**config.mk**
```make
export PLATFORM = sky130hd
export DESIGN_NAME = fft32_in_buf
export DESIGN_NICKNAME = d
export VERILOG_FILES = /design/src/rtl/fft32_in_buf.sv
export SDC_FILE = /design/constraint.sdc
export NUM_CORES = 1
export LEC_CHECK = 0
export CORE_MARGIN = 8
export CORE_UTILIZATION = 55
export DETAILED_ROUTE_END_ITERATION = 6
export PLACE_DENSITY = 0.79
export SETUP_SLACK_MARGIN = 0.5
export SYNTH_ARGS = -nofsm -noshare
export SYNTH_HDL_FRONTEND = slang
export SYNTH_SLANG_ARGS = --single-unit
```
**constraint.sdc**
```tcl
create_clock -name CLK -period 4.4 [get_ports CLK]
set_input_delay 0.44 -clock CLK [delete_from_list [all_inputs] [get_ports CLK]]
set_output_delay 0.44 -clock CLK [all_outputs]
set_load 0.005 [all_outputs]
```
**src/rtl/fft32_in_buf.sv**
```systemverilog
// Ping-pong 32-point input frame buffer and stage sequencer for the FFT.
// Optional FFT_BITREV_EN: store beats at bit-reversed slots.
module fft32_in_buf #(
  parameter int NB   = 9,
  parameter int GAP  = 4,
  parameter int LEAD = 2
) (
  input  logic            CLK,
  input  logic            RST,
  input  logic            DIN_VLD,
  output logic            DIN_RDY,
  input  logic [NB*4-1:0] DIN_RE,
  input  logic [NB*4-1:0] DIN_IM,
  input  logic            STAGE_SEL,
  output logic            START,
  output logic            STAGE,
  output logic            DOUT_VLD,
  output logic            DOUT_LAST,
  output logic [NB*4-1:0] DOUT_RE,
  output logic [NB*4-1:0] DOUT_IM,
  output logic            BUSY
);

  localparam int W = NB * 4;

  typedef enum logic [1:0] {
    S_IDLE,
    S_LEAD,
    S_EMIT
  } st_t;

  st_t st, st_n;

  logic [1:0] full;
  logic [1:0] tag;
  logic [1:0] fset;
  logic [1:0] fclr;
  logic       wb;
  logic       rb;
  logic       gb;
  logic [2:0] wc;
  logic [2:0] wslot;
  logic [2:0] rc;
  logic [2:0] lc;
  logic [3:0] ph;
  logic       acc;
  logic       wdone;
  logic       go;
  logic       emit;
  logic       fin;
  logic       ph_end;

  logic [W-1:0] mem_re [16];
  logic [W-1:0] mem_im [16];

  assign acc    = DIN_VLD && DIN_RDY;
  assign wdone  = acc && (wc == 3'd7);
  assign ph_end = (ph == 4'(GAP - 1));

`ifdef FFT_BITREV_EN
  assign wslot = {wc[0], wc[1], wc[2]};
`else
  assign wslot = wc;
`endif

  always_ff @(posedge CLK) begin
    if (acc) begin
      mem_re[{wb, wslot}] <= DIN_RE;
      mem_im[{wb, wslot}] <= DIN_IM;
    end
  end

  always_ff @(posedge CLK or posedge RST) begin
    if (RST) begin
      wb  <= 1'b0;
      wc  <= 3'd0;
      tag <= 2'b00;
    end else if (acc) begin
      wc <= wc + 3'd1;
      if (wc == 3'd0)
        tag[wb] <= STAGE_SEL;
      if (wdone)
        wb <= ~wb;
    end
  end

  // a set and a clear never hit the same bank: writer skips full banks
  assign fset = {wdone && wb, wdone && !wb};
  assign fclr = {fin && rb, fin && !rb};

  always_ff @(posedge CLK or posedge RST) begin
    if (RST)
      full <= 2'b00;
    else
      full <= (full & ~fclr) | fset;
  end

  always_ff @(posedge CLK or posedge RST) begin
    if (RST)
      st <= S_IDLE;
    else
      st <= st_n;
  end

  always_comb begin
    st_n = st;
    go   = 1'b0;
    emit = 1'b0;
    fin  = 1'b0;
    unique case (1'b1)
      st == S_IDLE: begin
        if (full[rb]) begin
          go   = 1'b1;
          st_n = S_LEAD;
        end
      end
      st == S_LEAD: begin
        if (lc == 3'(LEAD - 1))
          st_n = S_EMIT;
      end
      st == S_EMIT: begin
        emit = (ph == 4'd0);
        if (ph_end && rc == 3'd7) begin
          fin = 1'b1;
          if (full[~rb]) begin
            go   = 1'b1;
            st_n = S_LEAD;
          end else begin
            st_n = S_IDLE;
          end
        end
      end
      default: st_n = S_IDLE;
    endcase
  end

  always_ff @(posedge CLK or posedge RST) begin
    if (RST) begin
      lc <= 3'd0;
      ph <= 4'd0;
      rc <= 3'd0;
      rb <= 1'b0;
    end else begin
      if (go)
        lc <= 3'd0;
      else if (st == S_LEAD)
        lc <= lc + 3'd1;
      if (st == S_LEAD) begin
        ph <= 4'd0;
        rc <= 3'd0;
      end else if (st == S_EMIT) begin
        ph <= ph_end ? 4'd0 : ph + 4'd1;
        if (ph_end)
          rc <= rc + 3'd1;
      end
      if (fin)
        rb <= ~rb;
    end
  end

  // bank whose frame START announces
  assign gb = (st == S_EMIT) ? ~rb : rb;

  always_ff @(posedge CLK or posedge RST) begin
    if (RST) begin
      START     <= 1'b0;
      STAGE     <= 1'b0;
      DOUT_VLD  <= 1'b0;
      DOUT_LAST <= 1'b0;
      DOUT_RE   <= '0;
      DOUT_IM   <= '0;
    end else begin
      START     <= go;
      DOUT_VLD  <= emit;
      DOUT_LAST <= emit && (rc == 3'd7);
      if (go)
        STAGE <= tag[gb];
      if (emit) begin
        DOUT_RE <= mem_re[{rb, rc}];
        DOUT_IM <= mem_im[{rb, rc}];
      end
    end
  end

  always_comb begin
    DIN_RDY = ~full[wb];
    BUSY    = (st != S_IDLE);
  end

endmodule

```
==> results.toml, run 1 <==
[setup_path]
max_stage_delay_ns = 0.98
end_kind = "register"
cp_num_buf_inv = 1
cp_top_family = "flip-flops"
cp-start-kind = "register"
path_class = "register to register"
crit_arrival_ns = 3.33
cp.required_ns = 4.90
crit_fanout = 89
path_cells = "buf_12 > mux4_2 > a22oi_1 > a31oi_1"
crit_slowest_cell = "dfrtp_4"

[timing]
hold_slack_ns = 0.367
period_needed_ns = 2.82
max_freq_ghz = 0.354
hold_viol = 0
tightest_slew_ns = 1.14
final.setup.tns_ns = 0
skew_ns = 0.0280
setup_violations = 0
slew_headroom_pct = 24.0
rsz0062_at_grt = "false"
fin_crit_sh_pct = 64.2
slew_viol_final = 0

[routing]
drt_iter0_drc = 2374
ant_nets = 0
routedWlPerCell_um = 27.5
wl_um = 107000
vias = 24389
via_per_inst = 6.28
remaining_drc_errors = 1
dr.pass1.iters = 7

[power]
power_mw = 24.4
power_switching_mw = 5.09
p_int_mw = 19.3
p_leak_nw = 19.6
peakVddDrop_uv = 343
seq_power_share_pct = 56.4
p_per_area_nw_per_um2 = 451
clkPwrFrac_pct = 39.5
p_comb_share_pct = 4.1
switching_share_pct = 20.8

[layout]
drive_above_1_share_pct = 14.4
syn_to_final_growth_pct = 13.6
layout_commonest_cell = "edfxtp_1"
stdcell_count = 3883
layout_common_cells = "edfxtp_1 (1152), mux2i_1 (295), clkdlybuf4s50_1 (153), a22oi_1 (145), mux4_2 (142)"
final_nets = 2721
fill_cells = 5578

[floorplan]
num_rows = 108
core_sq_um = 86300
boundaryPins = 154
die_x_um = 310
initial_utilization_pct = 55.2
die_h_um = 310
dieArea_sq_um = 96400

[clock_network]
cts.sinks = 1249
postCtsHoldBufs = 0
cts_tree = "yes"
clockBufferDepth = 3
post_cts_buffers = 0
root_buffer = "clkbuf_16"
cts_resized = 0
clk_latency_ns = 0.69
cts_max_level = 3
path_clk_slew_ns = 0.06
cts_buffers = 114

[synth]
netlist_area_sq_um = 47700
yosysWarnings = 0
synth_fp_nets = 2542
seq_area_frac_synth_pct = 77.6
syn-instance-count = 2451
synth_cell_types = 43
synth_area_per_cell_sq_um = 19.5
ys_seq_elements = 1249

[placed_design]
place.gp.congestion = 0.763
dp_hpwl_um = 58400
dpl.cell_count = 3669
numPortBuffers = 153

[global_routing]
antenna_found_initial = 5
grt_max_degree = 90
grt_pass1_wl_um = 159000
grt_pass1_vias = 25295
track_usage_pct = 22.0
grt-ovfl-total = 0

[outcome]
outcome = "finished, violations left"
violations = "design-rule violations"

[min_path]
hold_class = "input pin to async pin"

[flow_run]
max_cap_violations = 0
## synthesized netlist by cell type, drive strengths merged
library cell     n  share of area [%]
a21oi           61               0.64
a22o             2              0.037
a22oi          145                2.3
a31oi           71               0.93
a32oi            1              0.034
and2            19               0.25
and3             1              0.013
buf             71                1.3
clkbuf          67               0.53
dfrtp           97                5.1
edfxtp        1152                 73
ha              15               0.39
inv             13               0.10
mux2             9               0.21
mux2i          295                6.2
mux4           142                6.7
nand2          126               0.99
nand2b           2              0.026
nand3            5              0.052
nand4           48               0.63
nand4bb          1              0.024
nor2            80               0.64
nor2b            6              0.079
nor3             2              0.021
nor3b            2              0.042
o21ai            8              0.084
o22a             1              0.018
o22ai            1              0.013
o31ai            2              0.031
or3              1              0.013
xnor2            4              0.073
xor2             1              0.018
## cell type report
type                            instances  area, sq um  share of cell area [%]
Multi-Input combinational cell       1051         9830                    18.2
Clock inverter                         57          547                    1.01
Inverter                               13         53.8                  0.0994
Tap cell                             1155         1450                    2.67
Sequential cell                      1249        37000                    68.4
Timing Repair Buffer                  201         2120                    3.91
Antenna cell                            4         10.0                  0.0185
Clock buffer                          153         3110                    5.74
## registers in the layout (all words and copies together) (netlist names), 2 cells and up
register / flops
lc: 3
ph: 4
full: 2
mem_im: 576
wc: 3
rc: 3
tag: 2
st: 2
DOUT_IM: 36
DOUT_RE: 36
mem_re: 576
## final timing paths
path / to / startpoint / slack (ns) / depth (start not counted)
min reg2reg: tag[1] / tag[1] / 0.49 / 1
max: DOUT_RE[16] / rc[1] / 1.58 / 4
min in group CLK: tag[0] / STAGE_SEL / 0.42 / 2
max reg2reg: DOUT_RE[16] / rc[1] / 1.58 / 4
max in group asynchronous: DOUT_RE[31] / RST / 2.96 / 3
min: DOUT_RE[6] / RST / 0.37 / 2
## through the flow
stage | area, sq um | util [%] | setup slack (ns)
floorplan | 47700 | - | 1.32
global placement | 50500 | 58.5 | 1.51
detailed placement | 50500 | 58.5 | 1.45
CTS | 54100 | 62.7 | 1.56
global route | 54100 | 62.7 | 1.46
finish | 54100 | 62.7 | 1.58
## per-layer routing
metal / GRT usage [%] / part of all wire (%)
met3: 3.75 / 7.9
met1: 28.7 / 38
met2: 37.7 / 51
met4: 7.38 / 3.1
met5: 0 / 0.012
## cells by family after synthesis
kind of cell,synth area share (%)
compound gates,4.07
xor+xnor,0.0918
fa+ha+maj,0.394
mux,13.1
simple gates,2.78
buf+inv,1.91
flops,77.6
## power groups by stage
stage,Combinational (mW),Sequential [mW],Clock [mW]
CTS,1.02,13.8,9.74
global route,1.08,13.8,10.2
detailed placement,1.00,14.0,0
global placement,0.953,14.0,0
finish,1.01,13.8,9.65
floorplan,0.481,14.0,0
Note: power is estimated with default switching activity, not from simulation.
==> run 2, diff against run 1 <==
==> constraint.sdc (replaced) <==
create_clock -name CLK -period 2.9 [get_ports CLK]
set_input_delay 0.29 -clock CLK [delete_from_list [all_inputs] [get_ports CLK]]
set_output_delay 0.29 -clock CLK [all_outputs]
set_load 0.005 [all_outputs]
==> run 2 against run 1 <==
Against the previous run: the flow now finishes without violations; die area unchanged; largest cell class unchanged; non-clock buffer count increased by 44; critical path depth decreased by 2; largest power group unchanged; worst hold slack got worse by 0.32 ns; flip-flop and latch count unchanged.
==> results.toml, run 2 (synthesis gave the netlist of run 1 again) <==
[routing]
remaining_drc_errors = 0
vias = 24696
wl_um = 111000
ant_nets = 0
dr.pass1.iters = 5
via_per_inst = 6.28
routedWlPerCell_um = 28.2
drt_iter0_drc = 2680

[timing]
period_needed_ns = 2.30
setup_violations = 0
max_freq_ghz = 0.434
final.setup.tns_ns = 0
hold_viol = 0
tightest_slew_ns = 0.770
fin_crit_sh_pct = 79.5
slew_headroom_pct = 48.6
rsz0062_at_grt = "false"
skew_ns = 0.0189
slew_viol_final = 0

[global_routing]
track_usage_pct = 23.0
grt_pass1_vias = 25993
grt_pass1_wl_um = 165000
grt_max_degree = 81
antenna_found_initial = 5
grt-ovfl-total = 0

[placed_design]
dp_hpwl_um = 61500
place.gp.congestion = 0.781
numPortBuffers = 153
dpl.cell_count = 3713

[layout]
layout_commonest_cell = "edfxtp_1"
drive_above_1_share_pct = 15.6
area.sequential_sq_um = 37000
multi_input_area_sq_um = 9830
stdcell_count = 3930
syn_to_final_growth_pct = 14.9
fill_cells = 5576
layout_common_cells = "edfxtp_1 (1152), mux2i_1 (295), clkdlybuf4s50_1 (153), a22oi_1 (145), mux4_2 (142)"
final_nets = 2763
reg_top3 = "mem_im: 576 flops, mem_re: 576 flops"

[floorplan]
initial_utilization_pct = 55.2
die_x_um = 310
dieArea_sq_um = 96400
core_sq_um = 86300
die_h_um = 310
num_rows = 108
boundaryPins = 154

[setup_path]
end_kind = "primary output"
r2r_cells = 4
crit_slowest_cell = "clkdlybuf4s50_1"
max_stage_delay_ns = 0.58
path_cells = "mux2i_1 > clkdlybuf4s50_1"
crit_arrival_ns = 2.01
cp-start-kind = "register"
path_class = "register to primary output"
crit_fanout = 6
cp.required_ns = 2.61

[clock_network]
cts_tree = "yes"
clockBufferDepth = 3
cts_buffers = 112
path_clk_slew_ns = 0.07
postCtsHoldBufs = 0
cts_max_level = 3
cts.sinks = 1249
root_buffer = "clkbuf_16"
clk_latency_ns = 0.68

[power]
p_per_area_nw_per_um2 = 673
power_mw = 36.9
peakVddDrop_uv = 542
p_leak_nw = 19.9

[outcome]
outcome = "finished, final reports clean"

[flow_run]
max_cap_violations = 0

[min_path]
hold_class = "input pin to async pin"
-- run 2: where the power goes --
group	switching (mW)	leakage [nW]	internal, mW	total (mW)
combinational	1.11	6.64	0.553	1.67
sequential	0.255	11.5	20.6	20.9
clock	6.35	1.76	7.96	14.3
total	7.72	19.9	29.1	36.9
-- run 2: metrics by stage --
| step | hold slack, ns | instance area [sq um] | setup slack [ns] | utilization (%) |
|---|---|---|---|---|
| 3_3_place_gp | 0.473 | 51200 | 0.337 | 59.3 |
| 2_1_floorplan | 0.389 | 47700 | 0.596 | - |
| 3_5_place_dp | 0.490 | 51200 | 0.354 | 59.3 |
| 6_report | 0.0454 | 54800 | 0.596 | 63.4 |
| 4_1_cts | 0.0220 | 54800 | 0.554 | 63.4 |
| 5_1_grt | 0.0636 | 54800 | 0.518 | 63.4 |
-- run 2: final cells by class --
| class | instances | share of cell area, % |
|---|---|---|
| antenna | 4 | 0.0183 |
| clock buffer | 155 | 5.69 |
| clock inverter | 58 | 0.827 |
| inverter | 13 | 0.101 |
| multi-input combinational | 1051 | 17.9 |
| sequential | 1249 | 67.6 |
| tap | 1155 | 2.64 |
| timing repair buffer | 245 | 5.18 |
-- run 2: final timing paths --
kind | startpoint | slack, ns | end
worst max-delay path | wb | 0.60 | DIN_RDY
worst min-delay path | RST | 0.05 | DOUT_RE[28]
worst max register to register | rc[0] | 0.66 | DOUT_IM[18]
worst min register to register | tag[1] | 0.50 | tag[1]
max in group asynchronous | RST | 2.04 | rc[0]
min in group CLK | STAGE_SEL | 0.34 | tag[1]
-- run 2: critical path: cells and delay by family, from the launching register on --
family	cells	cell delay, ns
muxes	1	0.29
DFF	1	0.47
buffers and inverters	1	0.58
-- run 2: repair_timing --
item | in CTS | in global routing
setup endpoints to repair | 0 | 1
buffers inserted | 0 | 0
gates resized for setup | 0 | 1
-- run 2: per-layer routing --
layer  up-vias  global-route usage [%]  part of all wire [%]
met3       232                    4.22                   8.5
met5         -                       0                 0.012
met4         2                    7.49                   3.3
met1     12875                    29.7                    38
met2      1240                    39.5                    51
li1      10347                       -                     -
